--- src/rtl/fpu_pkg.sv ---
// Shared definitions for the half-precision FPU controllers.
// Covers state encoding, field positions, special constants, OFUF codes and flag indices.
package fpu_pkg;

   localparam logic [2:0] StIdle     = 3'd0;
   localparam logic [2:0] StClassify = 3'd1;
   localparam logic [2:0] StLaunch   = 3'd2;
   localparam logic [2:0] StWait     = 3'd3;
   localparam logic [2:0] StResp     = 3'd4;

   localparam int unsigned SignBit = 15;
   localparam int unsigned ExpHi   = 14;
   localparam int unsigned ExpLo   = 10;
   localparam int unsigned ManHi   = 9;
   localparam int unsigned ManLo   = 0;

   localparam logic [15:0] QNAN = 16'h7E00;
   localparam logic [15:0] INF  = 16'h7C00;

   localparam logic [1:0] OfufOk  = 2'b00;
   localparam logic [1:0] OfufUf  = 2'b01;
   localparam logic [1:0] OfufOf  = 2'b10;
   localparam logic [1:0] OfufBad = 2'b11;

   localparam int unsigned FlagTimeout   = 4;
   localparam int unsigned FlagInvalid   = 3;
   localparam int unsigned FlagDivzero   = 2;
   localparam int unsigned FlagOverflow  = 1;
   localparam int unsigned FlagUnderflow = 0;

   typedef struct packed {
      logic sign;
      logic zero;
      logic inf;
      logic nan;
      logic sub;
   } half_class_t;

   // Apply a sign to a magnitude constant such as INF or zero.
   function automatic logic [15:0] with_sign(input logic s, input logic [15:0] mag);
      return {s, mag[14:0]};
   endfunction

endpackage

--- src/rtl/fpu_half_classify.sv ---
// Combinational classifier for one half-precision operand.
// Shared by the mul/div and add/sub controllers.
module fpu_half_classify
   import fpu_pkg::*;
(
   input  logic [15:0] x,
   output logic        sign,
   output logic        is_zero,
   output logic        is_inf,
   output logic        is_nan,
   output logic        is_sub
);

   logic [4:0] exp_f;
   logic [9:0] man_f;
   logic       exp_max;
   logic       man_nz;

   assign exp_f   = x[ExpHi:ExpLo];
   assign man_f   = x[ManHi:ManLo];
   assign exp_max = (exp_f == 5'h1f);
   assign man_nz  = (man_f != 10'd0);

   assign sign    = x[SignBit];
   assign is_zero = (exp_f == 5'd0) && !man_nz;
   assign is_sub  = (exp_f == 5'd0) && man_nz;
   assign is_inf  = exp_max && !man_nz;
   assign is_nan  = exp_max && man_nz;

endmodule

--- src/rtl/fpu_muldiv_ctrl.sv ---
// Issue/response controller for the half-precision multiply/divide unit.
// Define MULDIV_FTZ_EN to treat subnormal operands as signed zero.
module fpu_muldiv_ctrl
   import fpu_pkg::*;
#(
   parameter int unsigned TIMEOUT_CYCLES = 64,
   parameter int unsigned CNT_W          = 7
) (
   input  logic        clk,
   input  logic        rst_n,
   input  logic        req_valid,
   output logic        req_ready,
   input  logic [15:0] req_x,
   input  logic [15:0] req_y,
   input  logic        req_div,
   output logic [15:0] md_x,
   output logic [15:0] md_y,
   output logic        md_mulOrDiv,
   output logic        md_reset,
   input  logic        md_done,
   input  logic [15:0] md_result,
   input  logic [1:0]  md_ofuf,
   output logic        rsp_valid,
   input  logic        rsp_ready,
   output logic [15:0] rsp_result,
   output logic [4:0]  rsp_flags
);

`ifdef MULDIV_FTZ_EN
   localparam logic Ftz = 1'b1;
`else
   localparam logic Ftz = 1'b0;
`endif

   logic [2:0]       state_q, state_d;
   logic [15:0]      md_x_q, md_x_d, md_y_q, md_y_d;
   logic             md_div_q, md_div_d;
   logic             md_reset_q, md_reset_d;
   logic             rsp_valid_q, rsp_valid_d;
   logic [15:0]      rsp_result_q, rsp_result_d;
   logic [4:0]       rsp_flags_q, rsp_flags_d;
   logic [CNT_W-1:0] cnt_q, cnt_d, cnt_inc;

   half_class_t cx, cy;
   logic        s, x_zero, y_zero;
   logic        bypass;
   logic [15:0] byp_result, done_result;
   logic [4:0]  byp_flags, done_flags;

   fpu_half_classify u_class_x (
      .x       (md_x_q),
      .sign    (cx.sign),
      .is_zero (cx.zero),
      .is_inf  (cx.inf),
      .is_nan  (cx.nan),
      .is_sub  (cx.sub)
   );

   fpu_half_classify u_class_y (
      .x       (md_y_q),
      .sign    (cy.sign),
      .is_zero (cy.zero),
      .is_inf  (cy.inf),
      .is_nan  (cy.nan),
      .is_sub  (cy.sub)
   );

   assign s      = cx.sign ^ cy.sign;
   assign x_zero = cx.zero || (Ftz && cx.sub);
   assign y_zero = cy.zero || (Ftz && cy.sub);

   // Special-case resolution; rule order matters (e.g. 0/0 before x/0).
   always_comb begin
      bypass     = 1'b1;
      byp_result = 16'h0000;
      byp_flags  = 5'b0;
      if (cx.nan || cy.nan) begin
         byp_result             = QNAN;
         byp_flags[FlagInvalid] = 1'b1;
      end else if (!md_div_q) begin
         if ((cx.inf && y_zero) || (x_zero && cy.inf)) begin
            byp_result             = QNAN;
            byp_flags[FlagInvalid] = 1'b1;
         end else if (cx.inf || cy.inf) begin
            byp_result = with_sign(s, INF);
         end else if (x_zero || y_zero) begin
            byp_result = with_sign(s, 16'h0000);
         end else begin
            bypass = 1'b0;
         end
      end else begin
         if ((x_zero && y_zero) || (cx.inf && cy.inf)) begin
            byp_result             = QNAN;
            byp_flags[FlagInvalid] = 1'b1;
         end else if (cx.inf) begin
            byp_result = with_sign(s, INF);
         end else if (y_zero) begin
            byp_result             = with_sign(s, INF);
            byp_flags[FlagDivzero] = 1'b1;
         end else if (x_zero || cy.inf) begin
            byp_result = with_sign(s, 16'h0000);
         end else begin
            bypass = 1'b0;
         end
      end
   end

   always_comb begin
      done_result = md_result;
      done_flags  = 5'b0;
      case (md_ofuf)
         OfufOf: begin
            done_result              = with_sign(s, INF);
            done_flags[FlagOverflow] = 1'b1;
         end
         OfufUf: begin
            done_result               = with_sign(s, 16'h0000);
            done_flags[FlagUnderflow] = 1'b1;
         end
         OfufBad: begin
            done_result             = QNAN;
            done_flags[FlagInvalid] = 1'b1;
         end
         default: done_result = md_result;
      endcase
   end

   assign cnt_inc = cnt_q + {{(CNT_W-1){1'b0}}, 1'b1};

   always_comb begin
      state_d      = state_q;
      md_x_d       = md_x_q;
      md_y_d       = md_y_q;
      md_div_d     = md_div_q;
      md_reset_d   = md_reset_q;
      rsp_valid_d  = rsp_valid_q;
      rsp_result_d = rsp_result_q;
      rsp_flags_d  = rsp_flags_q;
      cnt_d        = cnt_q;
      case (state_q)
         StIdle: begin
            if (req_valid) begin
               md_x_d   = req_x;
               md_y_d   = req_y;
               md_div_d = req_div;
               state_d  = StClassify;
            end
         end
         StClassify: begin
            if (bypass) begin
               rsp_valid_d  = 1'b1;
               rsp_result_d = byp_result;
               rsp_flags_d  = byp_flags;
               state_d      = StResp;
            end else begin
               md_reset_d = 1'b0;
               cnt_d      = '0;
               state_d    = StLaunch;
            end
         end
         StLaunch: begin
            cnt_d   = '0;
            state_d = StWait;
         end
         StWait: begin
            // A done in the final cycle takes priority over the timeout.
            if (md_done) begin
               md_reset_d   = 1'b1;
               rsp_valid_d  = 1'b1;
               rsp_result_d = done_result;
               rsp_flags_d  = done_flags;
               state_d      = StResp;
            end else if (cnt_inc == CNT_W'(TIMEOUT_CYCLES)) begin
               md_reset_d   = 1'b1;
               rsp_valid_d  = 1'b1;
               rsp_result_d = QNAN;
               rsp_flags_d  = 5'b0;
               rsp_flags_d[FlagTimeout] = 1'b1;
               state_d      = StResp;
            end else begin
               cnt_d = cnt_inc;
            end
         end
         StResp: begin
            if (rsp_ready) begin
               rsp_valid_d = 1'b0;
               state_d     = StIdle;
            end
         end
         default: state_d = StIdle;
      endcase
   end

   always_ff @(posedge clk or negedge rst_n) begin
      if (!rst_n) begin
         state_q      <= StIdle;
         md_x_q       <= 16'h0000;
         md_y_q       <= 16'h0000;
         md_div_q     <= 1'b0;
         md_reset_q   <= 1'b1;
         rsp_valid_q  <= 1'b0;
         rsp_result_q <= 16'h0000;
         rsp_flags_q  <= 5'b0;
         cnt_q        <= '0;
      end else begin
         state_q      <= state_d;
         md_x_q       <= md_x_d;
         md_y_q       <= md_y_d;
         md_div_q     <= md_div_d;
         md_reset_q   <= md_reset_d;
         rsp_valid_q  <= rsp_valid_d;
         rsp_result_q <= rsp_result_d;
         rsp_flags_q  <= rsp_flags_d;
         cnt_q        <= cnt_d;
      end
   end

   assign req_ready   = (state_q == StIdle);
   assign md_x        = md_x_q;
   assign md_y        = md_y_q;
   assign md_mulOrDiv = md_div_q;
   assign md_reset    = md_reset_q;
   assign rsp_valid   = rsp_valid_q;
   assign rsp_result  = rsp_result_q;
   assign rsp_flags   = rsp_flags_q;

endmodule

--- config.mk ---
export PLATFORM = sky130hd
export DESIGN_NAME = fpu_muldiv_ctrl
export DESIGN_NICKNAME = d
export VERILOG_FILES = /design/src/rtl/fpu_pkg.sv /design/src/rtl/fpu_half_classify.sv /design/src/rtl/fpu_muldiv_ctrl.sv
export SDC_FILE = /design/constraint.sdc
export NUM_CORES = 1
export LEC_CHECK = 0
export ABC_AREA = 1
export BUFFER_PORTS_ARGS = -buffer_cell sky130_fd_sc_hd__buf_2
export CORE_AREA = 5 5 97 99
export DETAILED_ROUTE_END_ITERATION = 10
export DIE_AREA = 0 0 102 104
export MAX_ROUTING_LAYER = met4
export PLACE_DENSITY = 0.65
export RECOVER_POWER = 100
export SETUP_SLACK_MARGIN = 0.3
export SLEW_MARGIN = 20
export SYNTH_ARGS = -nofsm -noshare
export SYNTH_HDL_FRONTEND = slang
export SYNTH_SLANG_ARGS = --single-unit
--- constraint.sdc ---
create_clock -name clk -period 2 [get_ports clk]
set_input_delay 0.4 -clock clk [delete_from_list [all_inputs] [get_ports clk]]
set_output_delay 0.4 -clock clk [all_outputs]
set_load 0.05 [all_outputs]
After elaboration in Yosys (flattened, before gate mapping)
Cells that the tools add are included.

Register bits: 66. Output and inout bits: 57. Input bits: 56. Logic and storage cells: 116.

Muxes and demuxes: 56. $add $sub $neg: 1. Bitwise gates (word level): 1. Equal/unequal tests: 17. Reductions and logical operators: 32.

Operators with widths (number): 16-bit 2-to-1 mux (12); 16-bit one-hot mux with 3 select lines (1); 16-bit one-hot mux with 2 select lines (1); 1-bit 2-to-1 mux (26); 7-bit 2-to-1 mux (3); 7-bit one-hot mux with 3 select lines (1); 10-bit nonzero test (2); 3-bit 2-to-1 mux (5); 5-bit 2-to-1 mux (3); 3-bit one-hot mux with 5 select lines (1); 2-bit inequality test (second input constant) (6); 5-bit == test (second input constant) (2); 1-bit logical AND (10); 5-bit zero test (2); 5-bit one-hot mux with 2 select lines (1); 3-bit AND reduction (3); 4-bit AND reduction (2); 7-bit by 1-bit adder with 7-bit output (second input constant) (1); 7-bit == test (second input constant) (1); 3-bit by 2-bit == test with 1-bit output (second input constant) (2); 1-bit logical OR (6); 3-bit nonzero test (2); 2-bit == test (second input constant) (2); 3-bit by 1-bit == test with 1-bit output (second input constant) (1); other kinds (10) (11).

Logic depth before layout (Yosys ltp)
Gate-level depths: netlist of run 1.

Word-level depth: 12. Depth in mapped cells: 13. Depth with buffers taken out: 13.

Cells and area by module
A second synthesis of run 1 with hierarchy kept.

Cell total of the unflattened synthesis: 383. Area total of the unflattened synthesis: 3286.9 sq um.

Modules (own cells, without submodules): fpu_muldiv_ctrl (cells each 335, area each 3084.2 sq um, seq. area each 1652.8 sq um, times used 1); fpu_half_classify (cells each 24, area each 101.3 sq um, seq. area each 0.0 sq um, times used 2).

Worst setup path after synthesis of run 1
OpenSTA, ideal clock, no wires.

Path type: register to register. Start: register state_q[2]. End: register md_x_q[0], in the netlist md_x[0]. Required time: 1.875 ns. Arrival: 2.037 ns. Library setup time: 0.125 ns. Period minus slack after synthesis: 2.162 ns. Cell stages (with the launch flop): 7. Path buffers: 1. Setup slack: -0.162 ns. Cells stage by stage: dfrtp_1 -> nor2_1 -> inv_1 -> nor2_1 -> nand2_2 -> buf_2 -> mux2_2.

Word-level cells in the longest chain between the ends: 2.

RTL lines: start: declaration (line fpu_muldiv_ctrl.sv:35) `logic [2:0] state_q, state_d;`; start signal: assignment (line fpu_muldiv_ctrl.sv:196) `state_q <= StIdle;`; start signal: assignment (line fpu_muldiv_ctrl.sv:206) `state_q <= state_d;`; 3-bit zero test; named net req_ready (line fpu_muldiv_ctrl.sv:12) `output logic req_ready,`; 2-bit AND reduction (no source line); end signal: assignment (line fpu_muldiv_ctrl.sv:207) `md_x_q <= md_x_d;`; end: declaration (line fpu_muldiv_ctrl.sv:36) `logic [15:0] md_x_q, md_x_d, md_y_q, md_y_d;`.

The timed path passes the listed nets, and every way through them passes these cells. A chain may end at the register's enable or synchronous reset.

Final worst setup path of run 1
Start: register cnt_q[0]. End: register rsp_flags_q[1], in the netlist rsp_flags[1].

Word-level cells in the longest chain between the ends: 4.

RTL lines: start: declaration (line fpu_muldiv_ctrl.sv:42) `logic [CNT_W-1:0] cnt_q, cnt_d, cnt_inc;`; start signal: assignment (line fpu_muldiv_ctrl.sv:214) `cnt_q <= cnt_d;`; 7-bit by 1-bit adder with 7-bit output (line fpu_muldiv_ctrl.sv:128) `assign cnt_inc = cnt_q + {{(CNT_W-1){1'b0}}, 1'b1};`; 7-bit == test (line fpu_muldiv_ctrl.sv:173) `end else if (cnt_inc == CNT_W'(TIMEOUT_CYCLES)) begin`; 3-bit inequality test (no source line); 3-bit AND reduction (no source line); end signal: assignment (line fpu_muldiv_ctrl.sv:213) `rsp_flags_q <= rsp_flags_d;`; end: declaration (line fpu_muldiv_ctrl.sv:41) `logic [4:0] rsp_flags_q, rsp_flags_d;`.

No other way between the ends.

==> results.txt, run 1 <==
status - complete, no violations
number of synthesized register bits - 66
P&R area growth vs syn - 31.0%
Avg Inst Size Synth - 9.32 um2
RSZ-0062 raised after global routing - true
most common library cells after synthesis - 87 x nand2_1, 65 x dfrtp_1, 45 x nor2_1
die height - 104 um
FFs w/ async S/R, synth - 100%
minimum clock period - 1.86 ns
Post-synth EDFFs - 0
row cnt - 34
Internal - 3.56 mW
Reg clk slew, reported paths - 0.08 ns
worst-case reg-to-reg path depth - 11
setup violators final - 0
Final Cycle Share - 92.9%
1st-pass router iterations - 4
most common cell in the netlist - nand2_1
Max VDD drop - 1.31 mV
Placer Congestion - 0.823
WL met1 - 3.62 mm
gr usage total - 15.5%
clk root buf - clkbuf_8
FF-to-FF setup slack - 0.14 ns
switching power - 3.91 mW
clock network power share - 12.5%
worst setup path class - register to register
hold path startpoint - md_result[8]
Worst R2R Start - cnt_q[0]
Hold-fix buffers, CTS - 0
Worst-Skew Late Latency - 0.33 ns
Fin Setup TNS - 0 ns
core area - 8470 um2
Routed WL per cell - 13.5 um
CTS tree - done
Critical Path End Type - register
Synth Flop Type - dfrtp_1
Boundary Pins - 113
vias in the first global route - 2809
HPWL reported at the end of detailed placement - 5.86 mm
CTS H-Tree Depth - 3
Met3 Wirelength - 575 um
Mapped Area - 3250 um2
initial antenna violation count - 0
Seq/Total Area, Yosys - 50.8%
Sink Count - 66
Cells after Synth - 349
initial core utilization - 38.4%
sequential power share - 30.9%
synth warn - 0
Synth area leaders - dfrtp_1 50%, mux2_2 10%, nand2_1 10%
Comb pwr share - 56.6%
Design Area, Final - 4260 um2
via count - 2802
first-pass GRT wire length - 12.9 mm
hold path endpoint - rsp_result[8]
Hold Crit Depth - 3
clk buf depth - 2
Synth area leader - dfrtp_1
Sw Ratio - 52.3%
leak pwr - 2.12 nW
pin count of the biggest net entering global routing - 28
pwr/cell area - 1750 nW/um2
die area - 10600 um2
max-cap viol count - 0
Die Span X - 102 um
number of CTS-inserted buffers - 9
syn nets - 407
CP Launch Type - register
met2 WL - 3.77 mm
antenna-violating nets left - 0
top layer in use - met4
min-delay worst type - input pin to register
Routed WL - 8.06 mm
Max FO, Critical Path - 13
worst-margin pin slew - 1.28 ns
GRT overflow - 0
# DRC - 0
IO Port Bufs - 112
Max Freq - 538 MHz
DP Area - 3960 um2
R2R Path End - rsp_flags[1]
vias per cell - 4.68
Netlist cell types - 33
final slew viol count - 0
n_diodes - 0
Critical Path AT - 2.07 ns
initial DRC count - 73
post-layout net count - 546
max_slew headroom - 14.8%
endpoints failing hold - 0
Post-Route Skew - 0.0126 ns
WP data required - 2.22 ns
Yosys top cell area share - 50.0%
share of layout cells above drive strength 1 - 35.2%
-- how the worst max path moves through the flow --
stage | start | endpoint | slack [ns] | cells after the start
floorplan | state_q[2] | md_x[0] | 0.14 | 6
global placement | md_x[1] | cnt_q[0] | 0.14 | 12
detailed placement | cnt_q[0] | cnt_q[2] | 0.14 | 10
CTS | cnt_q[1] | rsp_flags[1] | 0.20 | 10
global route | cnt_q[0] | rsp_result[15] | 0.05 | 13
finish | cnt_q[0] | rsp_flags[1] | 0.14 | 11
-- power groups by stage --
stage | clock network, mW | registers, mW | logic (mW)
6_report | 0.936 | 2.30 | 4.23
5_1_grt | 1.01 | 2.39 | 4.52
4_1_cts | 0.962 | 2.29 | 4.29
3_5_place_dp | 0 | 2.31 | 4.06
3_3_place_gp | 0 | 2.28 | 4.01
2_1_floorplan | 0 | 3.86 | 1.61
-- layout by cell type, fill, tap and decap left out, drive strengths merged, types with 2 or more instances in the layout --
cell	n
nor2	51
o21ai	20
xnor2	3
dfrtp	65
xor2	3
nand3	19
nor3	4
nand3b	2
mux2	30
ha	2
or2	4
nand2	103
inv	26
clkinv	4
clkbuf	80
a21oi	4
buf	67
-- stage by stage --
stage	utilization, %	power, mW	hold WS [ns]	setup WS [ns]	instances
after floorplan	-	5.46	0.104	0.137	349
after global placement	46.8	6.29	0.428	0.143	565
after detailed placement	46.8	6.37	0.426	0.137	565
after CTS	49.9	7.54	0.0651	0.202	585
after global routing	50.3	7.92	0.262	0.0454	599
final	50.3	7.47	0.272	0.143	599
-- kinds of logic after synthesis --
family	after synthesis	synth area share, %
AOI/OAI and AO/OA	26	4.96
xor gates and xnor gates	6	1.62
adders and majority gates	2	0.769
buffers and inverters	36	5.69
DFF	66	50.8
muxes	30	10.4
and+or+nand+nor	183	25.8
-- layer usage --
| metal | vias up | GRT usage, % |
|---|---|---|
| met5 | - | - |
| met4 | 0 | 4.22 |
| met3 | 9 | 4.09 |
| met2 | 89 | 23.2 |
| met1 | 1317 | 20.9 |
| li1 | 1387 | - |
-- flip-flops by register name, summed over array words and instances (netlist names) --
name / cells
md_x: 16
rsp_valid: 1
md_y: 16
cnt_q: 7
md_reset: 1
md_mulOrDiv: 1
rsp_flags: 5
rsp_result: 16
state_q: 3
-- critical path, cell delays in order, from the launching register on --
cell	delay, ns
dfrtp_1	0.37
ha_1	0.20
nand2_1	0.08
inv_2	0.07
nand2_1	0.07
xnor2_1	0.17
nor2_2	0.11
nand2_1	0.09
nand2_4	0.09
nand3_4	0.14
buf_16	0.19
a21o_1	0.15
-- area by class of cell --
class,instances,area (um2)
fill,845,4210
clock inverter,4,20.0
clock buffer,10,138
inverter,26,100
sequential,66,1660
timing repair buffer,137,748
multi-input combinational,248,1460
tap,108,135
-- what timing repair did --
action,in CTS,in global routing
endpoints found under the setup margin,31,49
pin swaps,2,4
buffers inserted,4,13
resized for setup,11,12
cloned,2,1
(Power assumes the default switching activity.)
==> inputs of run 2 (changes only) <==
Settings changed: CELL_PAD_IN_SITES_DETAIL_PLACEMENT from default to 0, CELL_PAD_IN_SITES_GLOBAL_PLACEMENT from default to 1, CORE_AREA 5 5 97 99 to 5 5 100 102, DIE_AREA 0 0 102 104 to 0 0 105 107, PLACE_DENSITY 0.65 to 0.79.
==> run 2 against run 1 <==
Against the previous run: clock-buffer cell count grew 1; critical path depth shrank 7; wire length shrank 0.92%; sequential share of layout area shrank 0.33 points; flip-flop and latch count is the same; hold slack lost 0.18 ns; maximum frequency grew 5.0%; global-route usage shrank 0.99 points; utilization shrank 2.7 points; design area grew 0.85%; combinational power grew 1%; critical path type is now register to output port; critical endpoint is now req_ready.
==> results.txt, run 2 (synthesized netlist as in run 1, its figures left out) <==
max-cap viol count - 0
Internal - 3.53 mW
GRT overflow - 0
endpoints failing hold - 0
Max VDD drop - 0.953 mV
die height - 107 um
Comb pwr share - 56.8%
n_diodes - 0
sequential power share - 30.4%
switching power - 4.02 mW
fin cells - 595
worst-margin pin slew - 0.633 ns
Critical Path End Type - output port
row cnt - 35
Worst-Skew Late Latency - 0.34 ns
leak pwr - 2.09 nW
pin count of the biggest net entering global routing - 67
crit-path cells - nor2_1 > inv_2 > nor2_4 > clkbuf_2
Boundary Pins - 113
worst setup path class - register to output port
initial DRC count - 97
HPWL reported at the end of detailed placement - 5.53 mm
vias in the first global route - 2692
min-delay worst type - input pin to async pin
IO Port Bufs - 112
Hold-fix buffers, CTS - 0
CTS H-Tree Depth - 3
P&R area growth vs syn - 32.1%
setup violators final - 0
final slew viol count - 0
initial antenna violation count - 0
max_slew headroom - 58.0%
clock network power share - 12.7%
final worst slack - 0.230 ns
core area - 9020 um2
clk root buf - clkbuf_8
share of layout cells above drive strength 1 - 37.4%
Fin Setup TNS - 0 ns
commonest non-fill, non-tap cell in the layout - nand2_1
WP data required - 1.60 ns
Routed WL - 7.98 mm
die area - 11200 um2
RSZ-0062 raised after global routing - true
initial core utilization - 36.1%
Max Freq - 565 MHz
Post-Route Skew - 0.0132 ns
Slowest-stage cell, CP - dfrtp_1
dpl ws - 0.0385 ns
minimum clock period - 1.77 ns
clk buf depth - 2
number of CTS-inserted buffers - 9
1st-pass router iterations - 4
Sw Ratio - 53.3%
gr usage total - 14.5%
Placer Congestion - 0.782
pwr/cell area - 1760 nW/um2
status - complete, no violations
worst-case reg-to-reg path depth - 12
most frequent cells in the layout - 83 x nand2_1, 61 x dfrtp_1, 59 x clkbuf_1
Worst path max stage delay - 0.44 ns
Reg clk slew, reported paths - 0.07 ns
vias per cell - 4.55
Die Span X - 105 um
Final Cycle Share - 88.5%
Critical Path AT - 1.37 ns
CP Launch Type - register
Final Util - 47.6%
# DRC - 0
antenna-violating nets left - 0
via count - 2710
CTS tree - done
Routed WL per cell - 13.4 um
Sink Count - 66
Inst Count DP - 567
Max FO, Critical Path - 4
post-layout net count - 537
first-pass GRT wire length - 12.9 mm
## run 2: what timing repair did
action | 4_1_cts | 5_1_grt
pin swaps | 9 | 13
cloned | 3 | 1
buffers inserted | 5 | 3
resized for setup | 16 | 30
endpoints found under the setup margin | 31 | 34
## run 2: routing by layer
metal  up-vias  share of wire (%)  GRT usage (%)
met4         0                1.3           5.48
met1      1244                 44           18.3
met5         -                  0              -
met3        10                5.7           3.31
met2        77                 49           22.9
li1       1379                  -              -
## run 2: final timing paths
kind | startpoint | endpoint | slack (ns)
worst max register to register | cnt_q[0] | rsp_flags[2] | 0.23
worst max-delay path | state_q[2] | req_ready | 0.23
worst min register to register | md_reset | md_reset | 0.47
worst min-delay path | rst_n | rsp_result[5] | 0.09
min in group clk | md_result[0] | rsp_result[0] | 0.26
max in group asynchronous | rst_n | md_reset | 1.57
## run 2: through the flow
stage                     hold WS, ns  power, mW  area [um2]
final                          0.0887       7.55        4300
after global placement          0.441       6.31        3950
after floorplan                 0.104       5.46        3260
after global routing            0.151       8.04        4300
after detailed placement        0.447       6.37        3950
after CTS                      0.0718       7.57        4260
## run 2: layout make-up
cell class / count / area [um2]
multi-input combinational: 250 / 1580
tap: 111 / 139
inverter: 26 / 100
clock inverter: 5 / 31.3
fill: 925 / 4720
timing repair buffer: 126 / 653
clock buffer: 11 / 131
sequential: 66 / 1660
## run 2: critical path: cells and delay by family, from the launching register on
| family | cells | cell delay (ns) |
|---|---|---|
| and+or+nand+nor | 2 | 0.25 |
| DFF | 1 | 0.44 |
| buffers and inverters | 2 | 0.35 |
## run 2: power groups by stage
stage	clock network (mW)	registers, mW	logic [mW]
6_report	0.962	2.30	4.29
5_1_grt	1.05	2.38	4.61
4_1_cts	0.993	2.28	4.30
3_5_place_dp	0	2.30	4.07
3_3_place_gp	0	2.28	4.04
2_1_floorplan	0	3.86	1.61
==> inputs of run 3 (changes only) <==
Settings changed: BUFFER_PORTS_ARGS -buffer_cell sky130_fd_sc_hd__buf_2 to default, CORE_AREA 5 5 100 102 to 5 5 97 99, DIE_AREA 0 0 105 107 to 0 0 102 104, DONT_BUFFER_PORTS from default to 1, PLACE_DENSITY 0.79 to 0.68.
==> run 3 against run 2 <==
Against the previous run: the flow now finishes with violations (hold timing); clock skew shrank 0.0033 ns; final cell count decreased by 14%; wire length is 0.83% lower; flip-flop and latch count is the same; combinational power decreased by 21%.
==> results.txt, run 3 (synthesized netlist as in run 1, its figures left out) <==
initial DRC count - 69
die height - 104 um
vias in the first global route - 2607
max-cap viol count - 0
Routed WL - 7.92 mm
initial antenna violation count - 0
row cnt - 34
via count - 2447
Boundary Pins - 113
CP Launch Type - register
final worst slack - 0.147 ns
Final Util - 45.7%
Post-Route Skew - 0.00982 ns
max_slew headroom - 55.9%
pwr/cell area - 1930 nW/um2
dpl ws - -0.00262 ns
Final Cycle Share - 92.6%
hold_ws - -0.249 ns
Fin Setup TNS - 0 ns
worst-margin pin slew - 0.661 ns
Design Area, Final - 3870 um2
HPWL reported at the end of detailed placement - 5.51 mm
CTS H-Tree Depth - 3
Comb pwr share - 45.4%
Critical Path End Type - output port
GRT overflow - 0
1st-pass router iterations - 4
Worst-Skew Late Latency - 0.34 ns
antenna-violating nets left - 0
commonest non-fill, non-tap cell in the layout - nand2_1
Routed WL per cell - 15.5 um
clk buf depth - 2
initial core utilization - 38.4%
vias per cell - 4.79
most used cell, CP - nor2_1
P&R area growth vs syn - 19.0%
share of layout cells above drive strength 1 - 29.0%
Sink Count - 66
sequential power share - 37.3%
failing checks - hold timing
most frequent cells in the layout - 84 x nand2_1, 61 x dfrtp_1, 42 x nor2_1
pin count of the biggest net entering global routing - 67
Slowest-stage cell, CP - dfrtp_1
WP data required - 1.60 ns
switching power - 3.86 mW
final slew viol count - 0
core area - 8470 um2
number of CTS-inserted buffers - 9
post-layout net count - 456
clock network power share - 17.3%
Pwr Total - 7.45 mW
Max VDD drop - 0.984 mV
minimum clock period - 1.85 ns
Die Span X - 102 um
Max Freq - 540 MHz
Max FO, Critical Path - 4
die area - 10600 um2
Internal - 3.60 mW
Critical Path AT - 1.45 ns
Placer Congestion - 0.778
endpoints failing hold - 66
min-delay worst type - input pin to async pin
CTS tree - done
setup violators final - 0
leak pwr - 1.85 nW
Sw Ratio - 51.8%
crit-path cells - nor2_1 > inv_1 > nor2_1 > clkbuf_2
first-pass GRT wire length - 13.1 mm
status - complete, but fails checks
Reg clk slew, reported paths - 0.08 ns
# DRC - 0
gr usage total - 16.1%
n_diodes - 0
IO Port Bufs - 0
clk root buf - clkbuf_8
worst setup path class - register to output port
DP Area - 3580 um2
RSZ-0062 raised after global routing - true
Worst path max stage delay - 0.43 ns
run 3: worst max-delay path: cells and delay by family, from the launching register on:
| family | cells | cell delay, ns |
|---|---|---|
| buffers and inverters | 2 | 0.39 |
| DFF | 1 | 0.43 |
| and+or+nand+nor | 2 | 0.28 |
run 3: path summary, 6_finish.rpt:
kind / cells after the start / slack (ns) / start / end
max: 4 / 0.15 / state_q[2] / req_ready
min: 0 / -0.25 / rst_n / rsp_result[2]
max reg2reg: 10 / 0.22 / cnt_q[0] / rsp_result[8]
min reg2reg: 2 / 0.56 / cnt_q[6] / cnt_q[6]
max in group asynchronous: 0 / 2.07 / rst_n / md_reset
min in group clk: 1 / 0.17 / md_done / rsp_flags[4]
run 3: cell type report:
class                   count  area (um2)
clock inverters             4        73.8
flip-flops and latches     66        1660
well taps                 108         135
fillers                   863        4600
repair buffers             44         211
clock buffers              12         155
inverters                  26        97.6
multi-input cells         251        1540
run 3: per-layer routing:
layer / vias up / track usage, % / routed length, um
li1: 1219 / - / -
met2: 82 / 25.3 / 3840
met1: 1138 / 20.0 / 3450
met4: 0 / 3.94 / 81
met5: - / - / 0
met3: 8 / 5.37 / 553
run 3: per-stage QoR:
stage,std cells,hold WS [ns]
CTS,510,-0.273
global placement,482,0.109
floorplan,349,0.104
finish,511,-0.249
global route,511,-0.284
detailed placement,482,0.108
run 3: timing repair:
item                       in CTS  in global routing
cloned                          4                  0
setup endpoints to repair      32                 34
hold endpoints to repair       66                 66
setup buffers                   8                  1
pin swaps                       8                  2
resized for setup              18                 12
run 3: power by group through the flow:
stage,Clock (mW),Sequential (mW),Combinational (mW)
after floorplan,0,3.86,1.61
after global placement,0,2.81,3.44
after detailed placement,0,2.83,3.48
after CTS,1.33,2.80,3.80
after global routing,1.40,2.86,3.67
final,1.29,2.78,3.38
